[config.mk]
export PLATFORM = sky130hd
export DESIGN_NAME = mem_port_arbiter_flat
export DESIGN_NICKNAME = d
export VERILOG_FILES = /design/src/rtl/mem_port_arbiter_if.sv /design/src/rtl/mem_port_arbiter.sv /design/src/flat_wrapper.sv
export SDC_FILE = /design/constraint.sdc
export NUM_CORES = 1
export LEC_CHECK = 0
export CAP_MARGIN = 20
export CORE_AREA = 2 2 107 109
export DETAILED_ROUTE_END_ITERATION = 7
export DIE_AREA = 0 0 109 111
export DONT_BUFFER_PORTS = 1
export PLACE_DENSITY_LB_ADDON = 0.25
export SLEW_MARGIN = 5
export SYNTH_ARGS = -nofsm -noshare
export SYNTH_HDL_FRONTEND = slang
export SYNTH_SLANG_ARGS = --single-unit
[constraint.sdc]
create_clock -name clk -period 2.95 [get_ports clk]
set_input_delay 0.1475 -clock clk [delete_from_list [all_inputs] [get_ports clk]]
set_output_delay 0.1475 -clock clk [all_outputs]
set_load 0.01 [all_outputs]
[src/rtl/mem_port_arbiter_if.sv]
// Memory bus bundle between the port arbiter and the memory.
// Requests use a valid/ready handshake; responses are a single strobe.
interface mem_port_arbiter_if #(
    parameter int ADDR_W = 32,
    parameter int DATA_W = 32
);
    logic                mem_req_valid;
    logic                mem_req_ready;
    logic                mem_req_we;
    logic [ADDR_W-1:0]   mem_req_addr;
    logic [DATA_W-1:0]   mem_req_wdata;
    logic [DATA_W/8-1:0] mem_req_wstrb;
    logic                mem_rsp_valid;
    logic [DATA_W-1:0]   mem_rsp_data;

    modport master (
        output mem_req_valid,
        output mem_req_we,
        output mem_req_addr,
        output mem_req_wdata,
        output mem_req_wstrb,
        input  mem_req_ready,
        input  mem_rsp_valid,
        input  mem_rsp_data
    );

    modport slave (
        input  mem_req_valid,
        input  mem_req_we,
        input  mem_req_addr,
        input  mem_req_wdata,
        input  mem_req_wstrb,
        output mem_req_ready,
        output mem_rsp_valid,
        output mem_rsp_data
    );
endinterface

[src/rtl/mem_port_arbiter.sv]
// Shares one memory bus between fetch (IF) and memory access (MA).
// One transaction in flight, MA has priority, flushed fetches are dropped.
module mem_port_arbiter #(
    parameter int ADDR_W = 32,
    parameter int DATA_W = 32
) (
    input  logic                clk,
    input  logic                rst_n,

    input  logic                if_req_valid,
    input  logic [ADDR_W-1:0]   if_req_addr,
    input  logic                if_flush,
    output logic                if_rsp_valid,
    output logic [DATA_W-1:0]   if_rsp_data,
    output logic                if_stall_req,

    input  logic                ma_req_valid,
    input  logic                ma_req_we,
    input  logic [ADDR_W-1:0]   ma_req_addr,
    input  logic [DATA_W-1:0]   ma_req_wdata,
    input  logic [DATA_W/8-1:0] ma_req_wstrb,
    output logic                ma_rsp_valid,
    output logic [DATA_W-1:0]   ma_rsp_data,
    output logic                ma_stall_req,

    mem_port_arbiter_if.master  mem
);

    localparam int STRB_W = DATA_W / 8;

    typedef enum logic [1:0] {
        S_IDLE,
        S_REQ,
        S_WAIT
    } state_t;

    typedef enum logic {
        OWN_IF,
        OWN_MA
    } owner_t;

    state_t              state_q;
    state_t              state_d;
    owner_t              owner_q;
    logic                drop_q;

    logic                req_we_q;
    logic [ADDR_W-1:0]   req_addr_q;
    logic [DATA_W-1:0]   req_wdata_q;
    logic [STRB_W-1:0]   req_wstrb_q;

    logic [DATA_W-1:0]   if_data_q;
    logic [DATA_W-1:0]   ma_data_q;

    logic                grant_ma;
    logic                grant_if;
    logic                rsp_done;

    // State register
    always_ff @(posedge clk or negedge rst_n) begin
        if (!rst_n) begin
            state_q <= S_IDLE;
        end else begin
            state_q <= state_d;
        end
    end

    // Next state: grant from IDLE, hold REQ until accepted, WAIT for data
    always_comb begin
        state_d = state_q;
        unique case (state_q)
            S_IDLE: begin
                if (ma_req_valid || (if_req_valid && !if_flush)) begin
                    state_d = S_REQ;
                end
            end
            S_REQ: begin
                if (mem.mem_req_ready) begin
                    state_d = S_WAIT;
                end
            end
            S_WAIT: begin
                if (mem.mem_rsp_valid) begin
                    state_d = S_IDLE;
                end
            end
            default: begin
                state_d = S_IDLE;
            end
        endcase
    end

    // Outputs: bus drive, response routing, stalls and data hold mux
    always_comb begin
        grant_ma           = (state_q == S_IDLE) && ma_req_valid;
        grant_if           = (state_q == S_IDLE) && !ma_req_valid &&
                             if_req_valid && !if_flush;
        rsp_done           = (state_q == S_WAIT) && mem.mem_rsp_valid;

        mem.mem_req_valid  = (state_q == S_REQ);
        mem.mem_req_we     = req_we_q;
        mem.mem_req_addr   = req_addr_q;
        mem.mem_req_wdata  = req_wdata_q;
        mem.mem_req_wstrb  = req_wstrb_q;

        ma_rsp_valid       = rsp_done && (owner_q == OWN_MA);
        if_rsp_valid       = rsp_done && (owner_q == OWN_IF) &&
                             !drop_q && !if_flush;

        if_rsp_data        = if_rsp_valid ? mem.mem_rsp_data : if_data_q;
        ma_rsp_data        = ma_rsp_valid ? mem.mem_rsp_data : ma_data_q;

        if_stall_req       = if_req_valid && !if_rsp_valid;
        ma_stall_req       = ma_req_valid && !ma_rsp_valid;
    end

    // Latch the granted requester and its payload for the bus
    always_ff @(posedge clk or negedge rst_n) begin
        if (!rst_n) begin
            owner_q     <= OWN_IF;
            req_we_q    <= 1'b0;
            req_addr_q  <= '0;
            req_wdata_q <= '0;
            req_wstrb_q <= '0;
        end else if (grant_ma) begin
            owner_q     <= OWN_MA;
            req_we_q    <= ma_req_we;
            req_addr_q  <= ma_req_addr;
            req_wdata_q <= ma_req_wdata;
            req_wstrb_q <= ma_req_wstrb;
        end else if (grant_if) begin
            owner_q     <= OWN_IF;
            req_we_q    <= 1'b0;
            req_addr_q  <= if_req_addr;
            req_wdata_q <= '0;
            req_wstrb_q <= '1;
        end
    end

    // A redirect while a fetch is on the bus swallows its response
    always_ff @(posedge clk or negedge rst_n) begin
        if (!rst_n) begin
            drop_q <= 1'b0;
        end else if (rsp_done) begin
            drop_q <= 1'b0;
        end else if (if_flush && (owner_q == OWN_IF) &&
                     ((state_q == S_REQ) || (state_q == S_WAIT))) begin
            drop_q <= 1'b1;
        end
    end

    // Remember the last delivered data so the idle side stays stable
    always_ff @(posedge clk or negedge rst_n) begin
        if (!rst_n) begin
            if_data_q <= '0;
            ma_data_q <= '0;
        end else begin
            if (if_rsp_valid) begin
                if_data_q <= mem.mem_rsp_data;
            end
            if (ma_rsp_valid) begin
                ma_data_q <= mem.mem_rsp_data;
            end
        end
    end

endmodule
[src/flat_wrapper.sv]
// flat-port wrapper written by rule: the top's interface ports become plain ports
module mem_port_arbiter_flat 
#(
    parameter int ADDR_W = 32,
    parameter int DATA_W = 32
)
  (clk, rst_n, if_req_valid, if_req_addr, if_flush, if_rsp_valid, if_rsp_data, if_stall_req, ma_req_valid, ma_req_we, ma_req_addr, ma_req_wdata, ma_req_wstrb, ma_rsp_valid, ma_rsp_data, ma_stall_req, mem_mem_req_valid, mem_mem_req_we, mem_mem_req_addr, mem_mem_req_wdata, mem_mem_req_wstrb, mem_mem_req_ready, mem_mem_rsp_valid, mem_mem_rsp_data);
  mem_port_arbiter_if #(.ADDR_W(ADDR_W), .DATA_W(DATA_W)) mem_i ();
  input  logic clk;
  input  logic rst_n;
  input  logic if_req_valid;
  input  logic [ADDR_W-1:0] if_req_addr;
  input  logic if_flush;
  output logic if_rsp_valid;
  output logic [DATA_W-1:0] if_rsp_data;
  output logic if_stall_req;
  input  logic ma_req_valid;
  input  logic ma_req_we;
  input  logic [ADDR_W-1:0] ma_req_addr;
  input  logic [DATA_W-1:0] ma_req_wdata;
  input  logic [DATA_W/8-1:0] ma_req_wstrb;
  output logic ma_rsp_valid;
  output logic [DATA_W-1:0] ma_rsp_data;
  output logic ma_stall_req;
  output wire logic [$bits(mem_i.mem_req_valid)-1:0] mem_mem_req_valid;
  output wire logic [$bits(mem_i.mem_req_we)-1:0] mem_mem_req_we;
  output wire logic [$bits(mem_i.mem_req_addr)-1:0] mem_mem_req_addr;
  output wire logic [$bits(mem_i.mem_req_wdata)-1:0] mem_mem_req_wdata;
  output wire logic [$bits(mem_i.mem_req_wstrb)-1:0] mem_mem_req_wstrb;
  input wire logic [$bits(mem_i.mem_req_ready)-1:0] mem_mem_req_ready;
  input wire logic [$bits(mem_i.mem_rsp_valid)-1:0] mem_mem_rsp_valid;
  input wire logic [$bits(mem_i.mem_rsp_data)-1:0] mem_mem_rsp_data;
  assign mem_mem_req_valid = mem_i.mem_req_valid;
  assign mem_mem_req_we = mem_i.mem_req_we;
  assign mem_mem_req_addr = mem_i.mem_req_addr;
  assign mem_mem_req_wdata = mem_i.mem_req_wdata;
  assign mem_mem_req_wstrb = mem_i.mem_req_wstrb;
  assign mem_i.mem_req_ready = mem_mem_req_ready;
  assign mem_i.mem_rsp_valid = mem_mem_rsp_valid;
  assign mem_i.mem_rsp_data = mem_mem_rsp_data;
  mem_port_arbiter #(.ADDR_W(ADDR_W), .DATA_W(DATA_W)) u_core (.clk(clk), .rst_n(rst_n), .if_req_valid(if_req_valid), .if_req_addr(if_req_addr), .if_flush(if_flush), .if_rsp_valid(if_rsp_valid), .if_rsp_data(if_rsp_data), .if_stall_req(if_stall_req), .ma_req_valid(ma_req_valid), .ma_req_we(ma_req_we), .ma_req_addr(ma_req_addr), .ma_req_wdata(ma_req_wdata), .ma_req_wstrb(ma_req_wstrb), .ma_rsp_valid(ma_rsp_valid), .ma_rsp_data(ma_rsp_data), .ma_stall_req(ma_stall_req), .mem(mem_i));
endmodule
==> metrics <==
status=finished, violations left; failing checks=hold timing; CTS Buf Count=17; Place WS=0.738 ns; worst endpoint data arrival time=3.03 ns; post-synthesis mux area share=27.5%; Port Buf Inserts=0; Least-Margin Pin Slew=0.860 ns; Post-Syn Area per Cell=16.2 sq um; Logic pwr share=30.1%; I/O pin count=278; placer congestion estimate=0.754; Setup-failing EPs final=0; DIE WIDTH=109 microns; Hold WC Path Type=input port to async pin; required time of the critical path=3.25 ns; Hold Slack=-0.567 ns; Mapped Cells=350; total of max-cap violations=0; Clock Power Share=25.3%; most frequent cells in the layout=dfrtp_1, mux2_2, dlygate4sd3_1, a22o_1, mux2_4; GR Util All Layers=22.1%; RSZ-0062 raised after global routing=false; critical path endpoint category=flop; Skew-Pair Late Insertion Delay=0.41 ns; CTS tree=yes; global route overflow=0; Top Usage Layer GRT=met2; Die Y=111 microns; Num Clock Sinks=137; final instance area=7230 sq um; Residual DRC=0; Worst Setup Path Type=flop to flop; Core Area=11100 sq um; antenna violations before repair=0; Max Freq=365 MHz; Synth-to-Final Area Change=27.8%; Internal Power=5180 uW; n_diodes=0; met1 Use GR=23.3%; Final Hold Fails=137; share of cells above drive strength 1=36.8%; clock skew=0.00750 ns; Slew Viols, Final=0; Final HPWL DP=8.25 mm; worst rel slew slack=42.6%; Setup TNS Final=0 ns; Netlist cell types=24; Reg clk slew, reported paths=0.06 ns; DIE AREA=12100 sq um; DP Area=5730 sq um; main combinational cell family by area after synthesis=multiplexers; Mapped Nets=495; fillcell total=780; net switching power=2640 uW; number of synthesis warnings=0; first-pass GRT wire length=19.9 mm; number of nets in the layout=592; Avg Vias per Cell=5.55; M3 GR Usage=8.76%; Max clock buf depth=2; register area share after synthesis=60.6%; detailed-route wire length=13.1 mm; flops & latches, synth=137; vias post-DR=3342; LEAKAGE=0.00325 uW; starting density of the core=51.1%; Synth Area in Compound Gates=6.44%; # rows=39; DRT Pass-1 Iters=4; Worst Path Max Fanout=56; Syn Std Cell Area=5660 sq um; min Tclk post-route=2.74 ns; post-synthesis simple-gate area fraction=1.31%; Seq pwr share=44.6%; startpoint types=flop; Post-Synth XOR/XNOR Area=0%; Sw Ratio=33.7%; Worst VDD drop=672 uV; commonest non-fill, non-tap cell in the layout=dfrtp_1; antenna viol nets, final=0; met2 Usage GRT=38.0%; H-tree depth=4; number of global-route vias before repair=3732; largest net degree at the start of global routing=138; root buffer cell=clkbuf_16; Reg area=3430 sq um; Power per Cell Area=1080 nW/um^2; WL/cell=21.8 microns; multi-input logic area=2060 sq um; final worst-path setup slack=0.212 ns; Final period util=92.8%; DR iter-0 viols=213; Post-Synth Adder-Cell Area=1.11%
cells in the mapped netlist:
library cell  number  share of area, %
o21a_1             1              0.13
and2_4             1              0.15
o21ai_1            1             0.088
inv_1              5              0.33
nand2b_1           2              0.22
mux2_4            24               6.4
o221a_2            1              0.20
a21oi_1            1             0.088
buf_6              8               1.6
mux2_1             2              0.40
o21ai_0            1             0.088
and2_1             1              0.11
a31oi_1            1              0.11
o22a_1             4              0.62
nor4_4             1              0.38
buf_2             10              0.88
ha_1               5               1.1
a22o_1            33               5.1
nand3_1            1             0.088
nor2b_1            2              0.22
nand2_1            2              0.13
buf_4              2              0.27
dfrtp_1          137                61
mux2_2           104                21
power by group through the flow:
stage	Combinational (uW)	Sequential (uW)	Clock (uW)
after detailed placement	2200	3490	0
after CTS	2330	3480	2020
after global routing	2510	3580	2120
final	2350	3490	1970
after floorplan	1930	3320	0
after global placement	2120	3490	0
final timing paths:
check                                      from                     endpoint  slack (ns)  depth (start not counted)
max in group asynchronous                 rst_n  u_core.mem.mem_req_addr[14]        3.31                          0
min in group clk                ma_req_addr[16]  u_core.mem.mem_req_addr[16]        0.02                          2
max                           u_core.state_q[1]  u_core.mem.mem_req_addr[27]        0.21                          7
min reg2reg                u_core.ma_data_q[16]         u_core.ma_data_q[16]        0.54                          1
min                                       rst_n         u_core.ma_data_q[14]       -0.57                          0
max reg2reg                   u_core.state_q[1]  u_core.mem.mem_req_addr[27]        0.21                          7
per-stage QoR:
step	utilization (%)	std cells	total power, uW
5_1_grt	65.3	602	8220
6_report	65.3	602	7820
2_1_floorplan	-	350	5250
3_3_place_gp	51.8	477	5610
4_1_cts	64.8	597	7830
3_5_place_dp	51.8	477	5690
area by class of cell:
type | count | area share [%]
inverter | 5 | 0.260
tap | 143 | 2.47
timing repair buffer | 98 | 13.6
clock buffer | 18 | 6.07
multi-input combinational | 188 | 28.5
clock inverter | 13 | 1.64
sequential | 137 | 47.4
registers in the layout, indices dropped and copies added (netlist names):
signal,flops
u_core.mem.mem_req_wstrb,4
u_core.mem.mem_req_addr,32
u_core.mem.mem_req_we,1
u_core.state_q,2
u_core.if_data_q,32
u_core.owner_q,1
u_core.ma_data_q,32
u_core.drop_q,1
u_core.mem.mem_req_wdata,32
worst max-delay path: stages (launching register included):
cell	delay, ns
dfrtp_1	0.40
inv_1	0.14
ha_1	0.28
and2_4	0.31
buf_12	0.29
mux2_4	0.34
dlygate4sd3_1	0.56
mux2_2	0.26
what timing repair did:
item / in CTS / in global routing
resized for setup: 0 / 0
buffers inserted: 0 / 0
endpoints found under the hold margin: 249 / 140
hold buffers: 89 / 5
metal layers:
layer | wire length (microns) | vias to the layer above
li1 | - | 1462
met1 | 4680 | 1680
met2 | 6960 | 174
met3 | 1180 | 26
met4 | 321 | 0
met5 | 0 | -
cells by family after synthesis:
kind of cell	after synthesis
buffers and inverters	25
flip-flops	137
AND/OR/NAND/NOR	10
adder cells (fa/ha/maj)	5
multiplexers	130
AO/OA/AOI/OAI	43
Note: power is estimated with default switching activity, not from simulation.
